$ cat src/rtl/msx_bus_pkg.sv
// Shared types and defaults for the MSX slot bus initiator: command encodings,
// bus-cycle FSM states and the standard wait-state counts.
package msx_bus_pkg;

  typedef enum logic [1:0] {
    CMD_MEM_RD = 2'b00,
    CMD_MEM_WR = 2'b01,
    CMD_IO_RD  = 2'b10,
    CMD_IO_WR  = 2'b11
  } cmd_type_e;

  typedef enum logic [2:0] {
    ST_IDLE,
    ST_T1,
    ST_T2,
    ST_TW,
    ST_T3,
    ST_DONE
  } state_e;

  localparam int DEF_MEM_WAIT = 0;
  localparam int DEF_M1_WAIT  = 1;
  localparam int DEF_IO_WAIT  = 1;
  localparam int DEF_TIMEOUT  = 255;

  function automatic logic is_mem(input cmd_type_e t);
    return !t[1];
  endfunction

  function automatic logic is_wr(input cmd_type_e t);
    return t[0];
  endfunction

endpackage

$ cat src/rtl/msx_bus_master_if.sv
// Cartridge slot bus signals between the FPGA initiator and the slot responders.
interface msx_bus_master_if;
  logic [15:0] addr;
  logic [7:0]  cdout;
  logic        cdout_oe;
  logic [7:0]  cdin;
  logic        wait_n;
  logic        merq_n;
  logic        iorq_n;
  logic        sltsl_n;
  logic        rd_n;
  logic        wr_n;
  logic        m1_n;

  modport master (
    output addr, cdout, cdout_oe, merq_n, iorq_n, sltsl_n, rd_n, wr_n, m1_n,
    input  cdin, wait_n
  );

  modport slave (
    input  addr, cdout, cdout_oe, merq_n, iorq_n, sltsl_n, rd_n, wr_n, m1_n,
    output cdin, wait_n
  );
endinterface

$ cat src/rtl/msx_wait_counter.sv
// Wait-state down-counter plus optional TW-tick watchdog for the bus initiator.
// The watchdog exists only when MSX_BUS_TIMEOUT_EN is defined.
module msx_wait_counter
  import msx_bus_pkg::*;
#(
  parameter int TIMEOUT = DEF_TIMEOUT
) (
  input  logic       clk,
  input  logic       reset_n,
  input  logic       load,
  input  logic [7:0] load_val,
  input  logic       step,
  input  logic       tw_step,
  output logic       zero,
  output logic       timeout
);

  localparam logic [7:0] TW_LAST = 8'(TIMEOUT - 1);

  logic [7:0] cnt;

  always_ff @(posedge clk or negedge reset_n) begin
    if (!reset_n) begin
      cnt <= '0;
    end else if (load) begin
      cnt <= load_val;
    end else if (step && cnt != 8'd0) begin
      cnt <= cnt - 8'd1;
    end
  end

  assign zero = (cnt == 8'd0);

`ifdef MSX_BUS_TIMEOUT_EN
  logic [7:0] tw_cnt;

  always_ff @(posedge clk or negedge reset_n) begin
    if (!reset_n) begin
      tw_cnt <= '0;
    end else if (load) begin
      tw_cnt <= '0;
    end else if (tw_step) begin
      tw_cnt <= tw_cnt + 8'd1;
    end
  end

  // Fires on the TIMEOUT-th TW tick of the current cycle.
  assign timeout = tw_step && (tw_cnt == TW_LAST);
`else
  logic unused_cfg;
  assign unused_cfg = ^{TW_LAST, tw_step};
  assign timeout    = 1'b0;
`endif

endmodule

$ cat src/rtl/msx_bus_master.sv
// MSX cartridge slot bus initiator: turns one valid/ready command into a
// Z80-timed mem/IO/M1 cycle. Optional watchdog: MSX_BUS_TIMEOUT_EN.
module msx_bus_master
  import msx_bus_pkg::*;
#(
  parameter int MEM_WAIT = DEF_MEM_WAIT,
  parameter int M1_WAIT  = DEF_M1_WAIT,
  parameter int IO_WAIT  = DEF_IO_WAIT,
  parameter int TIMEOUT  = DEF_TIMEOUT
) (
  input  logic        clk,
  input  logic        reset_n,
  input  logic        tick,
  input  logic        cmd_valid,
  output logic        cmd_ready,
  input  logic [1:0]  cmd_type,
  input  logic        cmd_m1,
  input  logic        cmd_slot,
  input  logic [15:0] cmd_addr,
  input  logic [7:0]  cmd_wdata,
  output logic        rsp_valid,
  output logic [7:0]  rsp_rdata,
  output logic        rsp_err,
  msx_bus_master_if.master bus
);

  localparam logic [7:0] MEM_W = 8'(MEM_WAIT);
  localparam logic [7:0] M1_W  = 8'(M1_WAIT);
  localparam logic [7:0] IO_W  = 8'(IO_WAIT);

  state_e     state_q, state_d;
  cmd_type_e  type_q;
  logic       m1_q, slot_q, err_q;
  logic [15:0] addr_q;
  logic [7:0] wdata_q, rdata_q, wait_val;
  logic       handshake, load, step, tw_step, zero, timeout, capture, force_err;
  logic       active, late, mem, wr;
  logic       merq_n, iorq_n, sltsl_n, rd_n, wr_n, m1_n, cdout_oe;

  assign handshake = (state_q == ST_IDLE) && cmd_valid;
  assign wait_val  = m1_q ? M1_W : (is_mem(type_q) ? MEM_W : IO_W);

  msx_wait_counter #(.TIMEOUT(TIMEOUT)) u_wait (
    .clk      (clk),
    .reset_n  (reset_n),
    .load     (load),
    .load_val (wait_val),
    .step     (step),
    .tw_step  (tw_step),
    .zero     (zero),
    .timeout  (timeout)
  );

  always_ff @(posedge clk or negedge reset_n) begin
    if (!reset_n) state_q <= ST_IDLE;
    else          state_q <= state_d;
  end

  always_ff @(posedge clk or negedge reset_n) begin
    if (!reset_n) begin
      type_q  <= CMD_MEM_RD;
      m1_q    <= 1'b0;
      slot_q  <= 1'b0;
      err_q   <= 1'b0;
      addr_q  <= '0;
      wdata_q <= '0;
      rdata_q <= '0;
    end else begin
      if (handshake) begin
        type_q  <= cmd_type_e'(cmd_type);
        m1_q    <= cmd_m1 && (cmd_type == CMD_MEM_RD);
        slot_q  <= cmd_slot;
        addr_q  <= cmd_addr;
        wdata_q <= cmd_wdata;
        err_q   <= 1'b0;
      end
      if (force_err) err_q <= 1'b1;
      if (capture) begin
        if (err_q)               rdata_q <= 8'hFF;
        else if (is_wr(type_q))  rdata_q <= 8'h00;
        else                     rdata_q <= bus.cdin;
      end
    end
  end

  always_comb begin
    state_d   = state_q;
    load      = 1'b0;
    step      = 1'b0;
    tw_step   = 1'b0;
    capture   = 1'b0;
    force_err = 1'b0;
    case (state_q)
      ST_IDLE: if (cmd_valid) state_d = ST_T1;
      ST_T1: if (tick) begin
        state_d = ST_T2;
        load    = 1'b1;
      end
      ST_T2: if (tick) begin
        step    = 1'b1;
        state_d = (!zero || !bus.wait_n) ? ST_TW : ST_T3;
      end
      ST_TW: if (tick) begin
        step    = 1'b1;
        tw_step = 1'b1;
        if (zero && bus.wait_n) begin
          state_d = ST_T3;
        end else if (timeout) begin
          state_d   = ST_T3;
          force_err = 1'b1;
        end
      end
      ST_T3: if (tick) begin
        state_d = ST_DONE;
        capture = 1'b1;
      end
      ST_DONE: state_d = ST_IDLE;
      default: state_d = ST_IDLE;
    endcase

    // Strobes decode from state only, so async reset releases them at once.
    active   = (state_q == ST_T1) || (state_q == ST_T2) || (state_q == ST_TW) || (state_q == ST_T3);
    late     = (state_q == ST_T2) || (state_q == ST_TW) || (state_q == ST_T3);
    mem      = is_mem(type_q);
    wr       = is_wr(type_q);
    merq_n   = !(active && mem);
    iorq_n   = !(late && !mem);
    rd_n     = !(!wr && (mem ? active : late));
    wr_n     = !(late && wr);
    sltsl_n  = !(active && mem && slot_q);
    m1_n     = !(active && m1_q);
    cdout_oe = wr && (mem ? active : late);
  end

  assign bus.addr     = addr_q;
  assign bus.cdout    = wdata_q;
  assign bus.cdout_oe = cdout_oe;
  assign bus.merq_n   = merq_n;
  assign bus.iorq_n   = iorq_n;
  assign bus.sltsl_n  = sltsl_n;
  assign bus.rd_n     = rd_n;
  assign bus.wr_n     = wr_n;
  assign bus.m1_n     = m1_n;

  assign cmd_ready = (state_q == ST_IDLE);
  assign rsp_valid = (state_q == ST_DONE);
  assign rsp_rdata = rdata_q;

`ifdef MSX_BUS_TIMEOUT_EN
  logic rsp_err_q;

  always_ff @(posedge clk or negedge reset_n) begin
    if (!reset_n)     rsp_err_q <= 1'b0;
    else if (capture) rsp_err_q <= err_q;
  end

  assign rsp_err = rsp_err_q;
`else
  assign rsp_err = 1'b0;
`endif

endmodule

$ cat src/flat_wrapper.sv
// flat-port wrapper written by rule: the top's interface ports become plain ports
module msx_bus_master_flat import msx_bus_pkg::*;
#(
  parameter int MEM_WAIT = DEF_MEM_WAIT,
  parameter int M1_WAIT  = DEF_M1_WAIT,
  parameter int IO_WAIT  = DEF_IO_WAIT,
  parameter int TIMEOUT  = DEF_TIMEOUT
)
  (clk, reset_n, tick, cmd_valid, cmd_ready, cmd_type, cmd_m1, cmd_slot, cmd_addr, cmd_wdata, rsp_valid, rsp_rdata, rsp_err, bus_addr, bus_cdout, bus_cdout_oe, bus_merq_n, bus_iorq_n, bus_sltsl_n, bus_rd_n, bus_wr_n, bus_m1_n, bus_cdin, bus_wait_n);
  msx_bus_master_if bus_i ();
  input  logic clk;
  input  logic reset_n;
  input  logic tick;
  input  logic cmd_valid;
  output logic cmd_ready;
  input  logic [1:0] cmd_type;
  input  logic cmd_m1;
  input  logic cmd_slot;
  input  logic [15:0] cmd_addr;
  input  logic [7:0] cmd_wdata;
  output logic rsp_valid;
  output logic [7:0] rsp_rdata;
  output logic rsp_err;
  output wire logic [$bits(bus_i.addr)-1:0] bus_addr;
  output wire logic [$bits(bus_i.cdout)-1:0] bus_cdout;
  output wire logic [$bits(bus_i.cdout_oe)-1:0] bus_cdout_oe;
  output wire logic [$bits(bus_i.merq_n)-1:0] bus_merq_n;
  output wire logic [$bits(bus_i.iorq_n)-1:0] bus_iorq_n;
  output wire logic [$bits(bus_i.sltsl_n)-1:0] bus_sltsl_n;
  output wire logic [$bits(bus_i.rd_n)-1:0] bus_rd_n;
  output wire logic [$bits(bus_i.wr_n)-1:0] bus_wr_n;
  output wire logic [$bits(bus_i.m1_n)-1:0] bus_m1_n;
  input wire logic [$bits(bus_i.cdin)-1:0] bus_cdin;
  input wire logic [$bits(bus_i.wait_n)-1:0] bus_wait_n;
  assign bus_addr = bus_i.addr;
  assign bus_cdout = bus_i.cdout;
  assign bus_cdout_oe = bus_i.cdout_oe;
  assign bus_merq_n = bus_i.merq_n;
  assign bus_iorq_n = bus_i.iorq_n;
  assign bus_sltsl_n = bus_i.sltsl_n;
  assign bus_rd_n = bus_i.rd_n;
  assign bus_wr_n = bus_i.wr_n;
  assign bus_m1_n = bus_i.m1_n;
  assign bus_i.cdin = bus_cdin;
  assign bus_i.wait_n = bus_wait_n;
  msx_bus_master #(.MEM_WAIT(MEM_WAIT), .M1_WAIT(M1_WAIT), .IO_WAIT(IO_WAIT), .TIMEOUT(TIMEOUT)) u_core (.clk(clk), .reset_n(reset_n), .tick(tick), .cmd_valid(cmd_valid), .cmd_ready(cmd_ready), .cmd_type(cmd_type), .cmd_m1(cmd_m1), .cmd_slot(cmd_slot), .cmd_addr(cmd_addr), .cmd_wdata(cmd_wdata), .rsp_valid(rsp_valid), .rsp_rdata(rsp_rdata), .rsp_err(rsp_err), .bus(bus_i));
endmodule
$ cat config.mk
export PLATFORM = sky130hd
export DESIGN_NAME = msx_bus_master_flat
export DESIGN_NICKNAME = d
export VERILOG_FILES = /design/src/rtl/msx_bus_pkg.sv /design/src/rtl/msx_bus_master_if.sv /design/src/rtl/msx_wait_counter.sv /design/src/rtl/msx_bus_master.sv /design/src/flat_wrapper.sv
export SDC_FILE = /design/constraint.sdc
export NUM_CORES = 1
export LEC_CHECK = 0
export BUFFER_PORTS_ARGS = -buffer_cell sky130_fd_sc_hd__buf_2
export CAP_MARGIN = 40
export CORE_MARGIN = 2
export CORE_UTILIZATION = 49
export CTS_BUF_LIST = sky130_fd_sc_hd__clkbuf_16
export DETAILED_ROUTE_END_ITERATION = 7
export PLACE_DENSITY = 0.84
export RECOVER_POWER = 100
export SYNTH_ARGS = -nofsm -noshare
export SYNTH_HDL_FRONTEND = slang
export SYNTH_SLANG_ARGS = --single-unit
$ cat constraint.sdc
create_clock -name clk -period 2.55 [get_ports clk]
set_input_delay 0.765 -clock clk [delete_from_list [all_inputs] [get_ports clk]]
set_output_delay 0.765 -clock clk [all_outputs]
set_load 0.01 [all_outputs]
==> results by stage <==
CTS:
- The number of buffers added to fix hold violations after cts is 0.
- The clock reaches the later pin of the worst-skew pair after roughly 290 ps.
- Clock-pin slew was measured on the worst setup and hold paths at ~60 ps.
- In this run, post-CTS repair resized a total of 0 instances.
- The number of buffers added for setup after CTS is 0.
- The number of clock sinks is 47.
- The cell at the root of the clock tree is sky130_fd_sc_hd__clkbuf_16.
- The clock tree from TritonCTS is done.
- In this run the number of H-tree levels came out at 2.
- The number of buffers on the longest clock path is 2.
- TritonCTS created 5 clock buffers.

Hold path:
- The type of the worst min-delay path is register to register.

Placement:
- During placement, the flow inserted port buffers numbering 81.
- The cell area reported after detailed placement is 2660 sq um.
- The congestion estimate from routability-driven global placement came to about 0.81.
- Prior to clock tree synthesis, the placed netlist has a worst setup slack of around 500 ps.
- Detailed placement finished with a half-perimeter wire length of approximately 3500 um.

Floorplanning:
- The die width is 71.1 um.
- For this configuration, the core starts out at a cell density of between 50% and 60%.
- 83 I/O pins were placed.
- The core region is approximately 4400 sq um.
- The height of the die is 71.1 um.
- The total die area is ~5000 sq um.
- After floorplanning, the core was divided into 24 placement rows.

Pwr:
- In this run the power density over the cells is approximately 1200 nW/um^2.
- The internal power summed over all cells is about 0.0021 W.
- The leakage component of the power is about 1.2 nW.
- Per report_power, the clock group accounts for around 22% of the total.
- In this run the power spent charging and discharging nets is 0.00120 W.
- Net switching is 36.2% of the power.
- The worst ir drop on vdd is 0.610 mV.
- The fraction of power consumed by sequential logic is about two fifths.
- The final total power is 0.00330 W.
- In this run, the combinational gates consume 36.9% of the power.

STA:
- The final hold violation count came to 0.
- The sum of negative setup slack is 0 ps.
- Setup slack closes at 224 ps.
- The highest attainable clock frequency is between 400 and 500 MHz.
- The max-slew violation count came to 0.
- For the final database, setup skew stands at between 5 and 6 ps.
- The final clock period utilization by the worst path is between 90% and 100%.
- The measured slew at the worst slew-check pin is about 1500 ps.
- Setup repair after global routing left no endpoint under its margin.
- Counting I/O delays and the setup requirement, the final critical path takes around 2300 ps.
- The worst slew slack as a fraction of its limit is 2.49%.
- The count of endpoints failing setup in the final report is 0.

Global route:
- The total global routing overflow is 0.
- The total track usage is between 10% and 20%.
- The via count of the first global-routing pass came to ~1700.
- The initial antenna violation count is 0.
- Entering global routing, the biggest net connects 30 pins.
- The first global-routing pass estimated 7870 um of wire.

Synthesis:
- By area the synthesized netlist is led by sky130_fd_sc_hd__dfrtp_1, sky130_fd_sc_hd__mux2_2, sky130_fd_sc_hd__mux2_1.
- The fraction of the yosys area taken by sequential cells is between 50% and 60%.
- The post-synthesis simple-gate area fraction is between 10% and 20%.
- Summed over all instances, the cell type with the most area after synthesis is sky130_fd_sc_hd__dfrtp_1.
- The distinct cell type count after synthesis is between 40 and 50.
- The synthesized-area fraction occupied by xor and xnor cells is 0.398%.
- The top cell type's share of synthesized area is a little over half.
- The synthesized netlist devotes under 10% of its cell area to compound gates.
- The combinational family with the most area after synthesis is simple AND/OR/NAND/NOR gates.
- The mux share of post-synthesis cell area is ~17%.
- Synthesis inferred 47 register bits.
- The cell count after synthesis came out at about 190.
- The number of nets produced by synthesis is 228.
- The post-synthesis share of cell area spent on full adders, half adders and majority gates is less than 1%.
- The count of warnings emitted by yosys is 0.
- Each instance of the synthesized netlist takes up on average approximately 12 sq um.
- The synthesized netlist occupies a cell area of 2200 sq um.

Detailed routing:
- Across all layers, the routed design uses 1703 vias.
- After the first detailed-routing iteration, the DRC count stood at between 100 and 150.
- Dividing the detail-routed via count by the number of cells gives ~5.3.
- The remaining antenna violation count after routing is 0.
- The total iterations of the first detailed-routing run is 4.
- The number of design rule violations left after detail routing is 0.
- The routed length per placed instance is about 15 um.
- The final layout contains routed wiring with a total length of between 4000 and 5000 um.

Setup path:
- At the worst endpoint, the arrival time is 1560 ps.
- The worst setup path is launched from a register.
- The endpoint type of the worst setup path is an output pin.
- The worst setup path is of the register to output pin kind.
- Along the worst path, the maximum fanout reaches 12.
- Data on the critical path is required at its endpoint by approximately 1800 ps.

Cells and area:
- In the final design database the tool counted 309 nets.
- Leaving out fill and tap cells, the most frequent cells in the layout are sky130_fd_sc_hd__dfrtp_1, sky130_fd_sc_hd__clkbuf_1, sky130_fd_sc_hd__buf_2.
- The antenna diode instance count is 0.
- The utilization after layout is around 62%.
- The growth of design area from synthesis to finish is 23.2%.
- The layout cell share with drive strength beyond 1 is approximately 25%.
- Counting the fill cells in the layout gives 361.
- The final design area excluding fillers is 2720 sq um.
- The library cell used most frequently in the layout, excluding fill and tap cells, is sky130_fd_sc_hd__dfrtp_1.

Job:
- The tool flagged a number of max-cap violations equal to 0.

Run status:
- The run finished with clean final reports.
## registers in the layout, summed over array words and instances, names as in the netlist
name,flops
u_core.m1_q,1
u_core.rsp_rdata,8
u_core.bus.addr,16
u_core.state_q,3
u_core.slot_q,1
u_core.u_wait.cnt,8
u_core.type_q,2
u_core.bus.cdout,8
## cell families (layout without fill, tap and decap cells)
| logic type | count (synthesis) | in the layout |
|---|---|---|
| buffers and inverters | 17 | 98 |
| xor gates and xnor gates | 1 | 1 |
| other | 1 | 1 |
| adders and majority gates | 1 | 1 |
| muxes | 33 | 33 |
| DFF | 47 | 47 |
| AOI/OAI and AO/OA | 25 | 25 |
| and+or+nand+nor | 61 | 61 |
## worst paths after layout
path                                        to                 from  depth (start not counted)  slack (ps)
max                                   bus_wr_n    u_core.state_q[0]                          4         220
min                        u_core.rsp_rdata[4]  u_core.rsp_rdata[4]                          2         480
max reg2reg                      u_core.slot_q    u_core.state_q[2]                          4         390
min reg2reg                u_core.rsp_rdata[4]  u_core.rsp_rdata[4]                          2         480
max in group asynchronous  u_core.rsp_rdata[7]              reset_n                          2         580
min in group asynchronous  u_core.bus.addr[12]              reset_n                          1         810
## per-layer routing
metal  global-route usage, %  vias up  part of all wire, %
met5                       0        -                    0
met4                    3.77        0                 0.83
met3                    6.98        6                  6.2
met2                    32.4       63                   50
met1                    25.6      820                   43
li1                        -      814                    -
## synth_stat cells
| cell | number |
|---|---|
| sky130_fd_sc_hd__inv_1 | 6 |
| sky130_fd_sc_hd__nor3b_1 | 1 |
| sky130_fd_sc_hd__dfrtp_1 | 47 |
| sky130_fd_sc_hd__or4_1 | 2 |
| sky130_fd_sc_hd__or3b_1 | 2 |
| sky130_fd_sc_hd__clkbuf_1 | 3 |
| sky130_fd_sc_hd__ha_1 | 1 |
| sky130_fd_sc_hd__or2_2 | 1 |
| sky130_fd_sc_hd__buf_2 | 6 |
| sky130_fd_sc_hd__nor4_1 | 1 |
| sky130_fd_sc_hd__buf_4 | 2 |
| sky130_fd_sc_hd__conb_1 | 1 |
| sky130_fd_sc_hd__nor4b_1 | 1 |
| sky130_fd_sc_hd__o21ai_0 | 10 |
| sky130_fd_sc_hd__o31ai_1 | 1 |
| sky130_fd_sc_hd__nand3b_2 | 1 |
| sky130_fd_sc_hd__nand2b_1 | 11 |
| sky130_fd_sc_hd__nand3b_1 | 2 |
| sky130_fd_sc_hd__and3b_1 | 2 |
| sky130_fd_sc_hd__nor3_1 | 4 |
| sky130_fd_sc_hd__nor4b_2 | 2 |
| sky130_fd_sc_hd__nor2_1 | 3 |
| sky130_fd_sc_hd__a311oi_1 | 1 |
| sky130_fd_sc_hd__and3_1 | 2 |
| sky130_fd_sc_hd__a22o_1 | 1 |
| sky130_fd_sc_hd__a21o_1 | 2 |
| sky130_fd_sc_hd__o211ai_1 | 1 |
| sky130_fd_sc_hd__or4b_4 | 1 |
| sky130_fd_sc_hd__a2111oi_2 | 2 |
| sky130_fd_sc_hd__a211oi_1 | 1 |
| sky130_fd_sc_hd__mux2i_1 | 6 |
| sky130_fd_sc_hd__a2111o_1 | 1 |
| sky130_fd_sc_hd__a21boi_0 | 1 |
| sky130_fd_sc_hd__nand3_1 | 1 |
| sky130_fd_sc_hd__nand4bb_1 | 2 |
| sky130_fd_sc_hd__mux2_1 | 8 |
| sky130_fd_sc_hd__nand2_1 | 20 |
| sky130_fd_sc_hd__or3_1 | 2 |
| sky130_fd_sc_hd__a21oi_1 | 2 |
| sky130_fd_sc_hd__mux2_2 | 19 |
| sky130_fd_sc_hd__o211a_1 | 1 |
| sky130_fd_sc_hd__o221ai_1 | 1 |
| sky130_fd_sc_hd__xnor2_1 | 1 |
## power groups by stage
stage | registers [W] | logic [W] | clock network [W]
final | 0.00136 | 0.00122 | 0.000724
after global routing | 0.00142 | 0.00134 | 0.000770
after CTS | 0.00137 | 0.00136 | 0.000735
after detailed placement | 0.00137 | 0.00135 | 0
after global placement | 0.00135 | 0.00130 | 0
after floorplan | 0.00140 | 0.000803 | 0
## critical path: stages (launching register included)
cell and delay [ps]:
sky130_fd_sc_hd__dfrtp_1 490, sky130_fd_sc_hd__or3b_1 450, sky130_fd_sc_hd__o21ai_0 130, sky130_fd_sc_hd__nand2_1 80, sky130_fd_sc_hd__clkbuf_1 140
## per-stage QoR
stage | hold WS, ps | cells
after detailed placement | 466 | 312
after global routing | 511 | 319
final | 479 | 319
after floorplan | 469 | 186
after global placement | 459 | 312
after CTS | 479 | 319
## layout make-up
class / instances / area [sq um] / area share, %
clock buffers: 5 / 125 / 4.61
multi-input cells: 122 / 920 / 33.9
clock inverters: 2 / 37.5 / 1.38
repair buffers: 85 / 369 / 13.6
inverters: 6 / 22.5 / 0.829
flip-flops and latches: 47 / 1180 / 43.3
well taps: 52 / 65.1 / 2.40
Power figures use the tool's default switching activity.
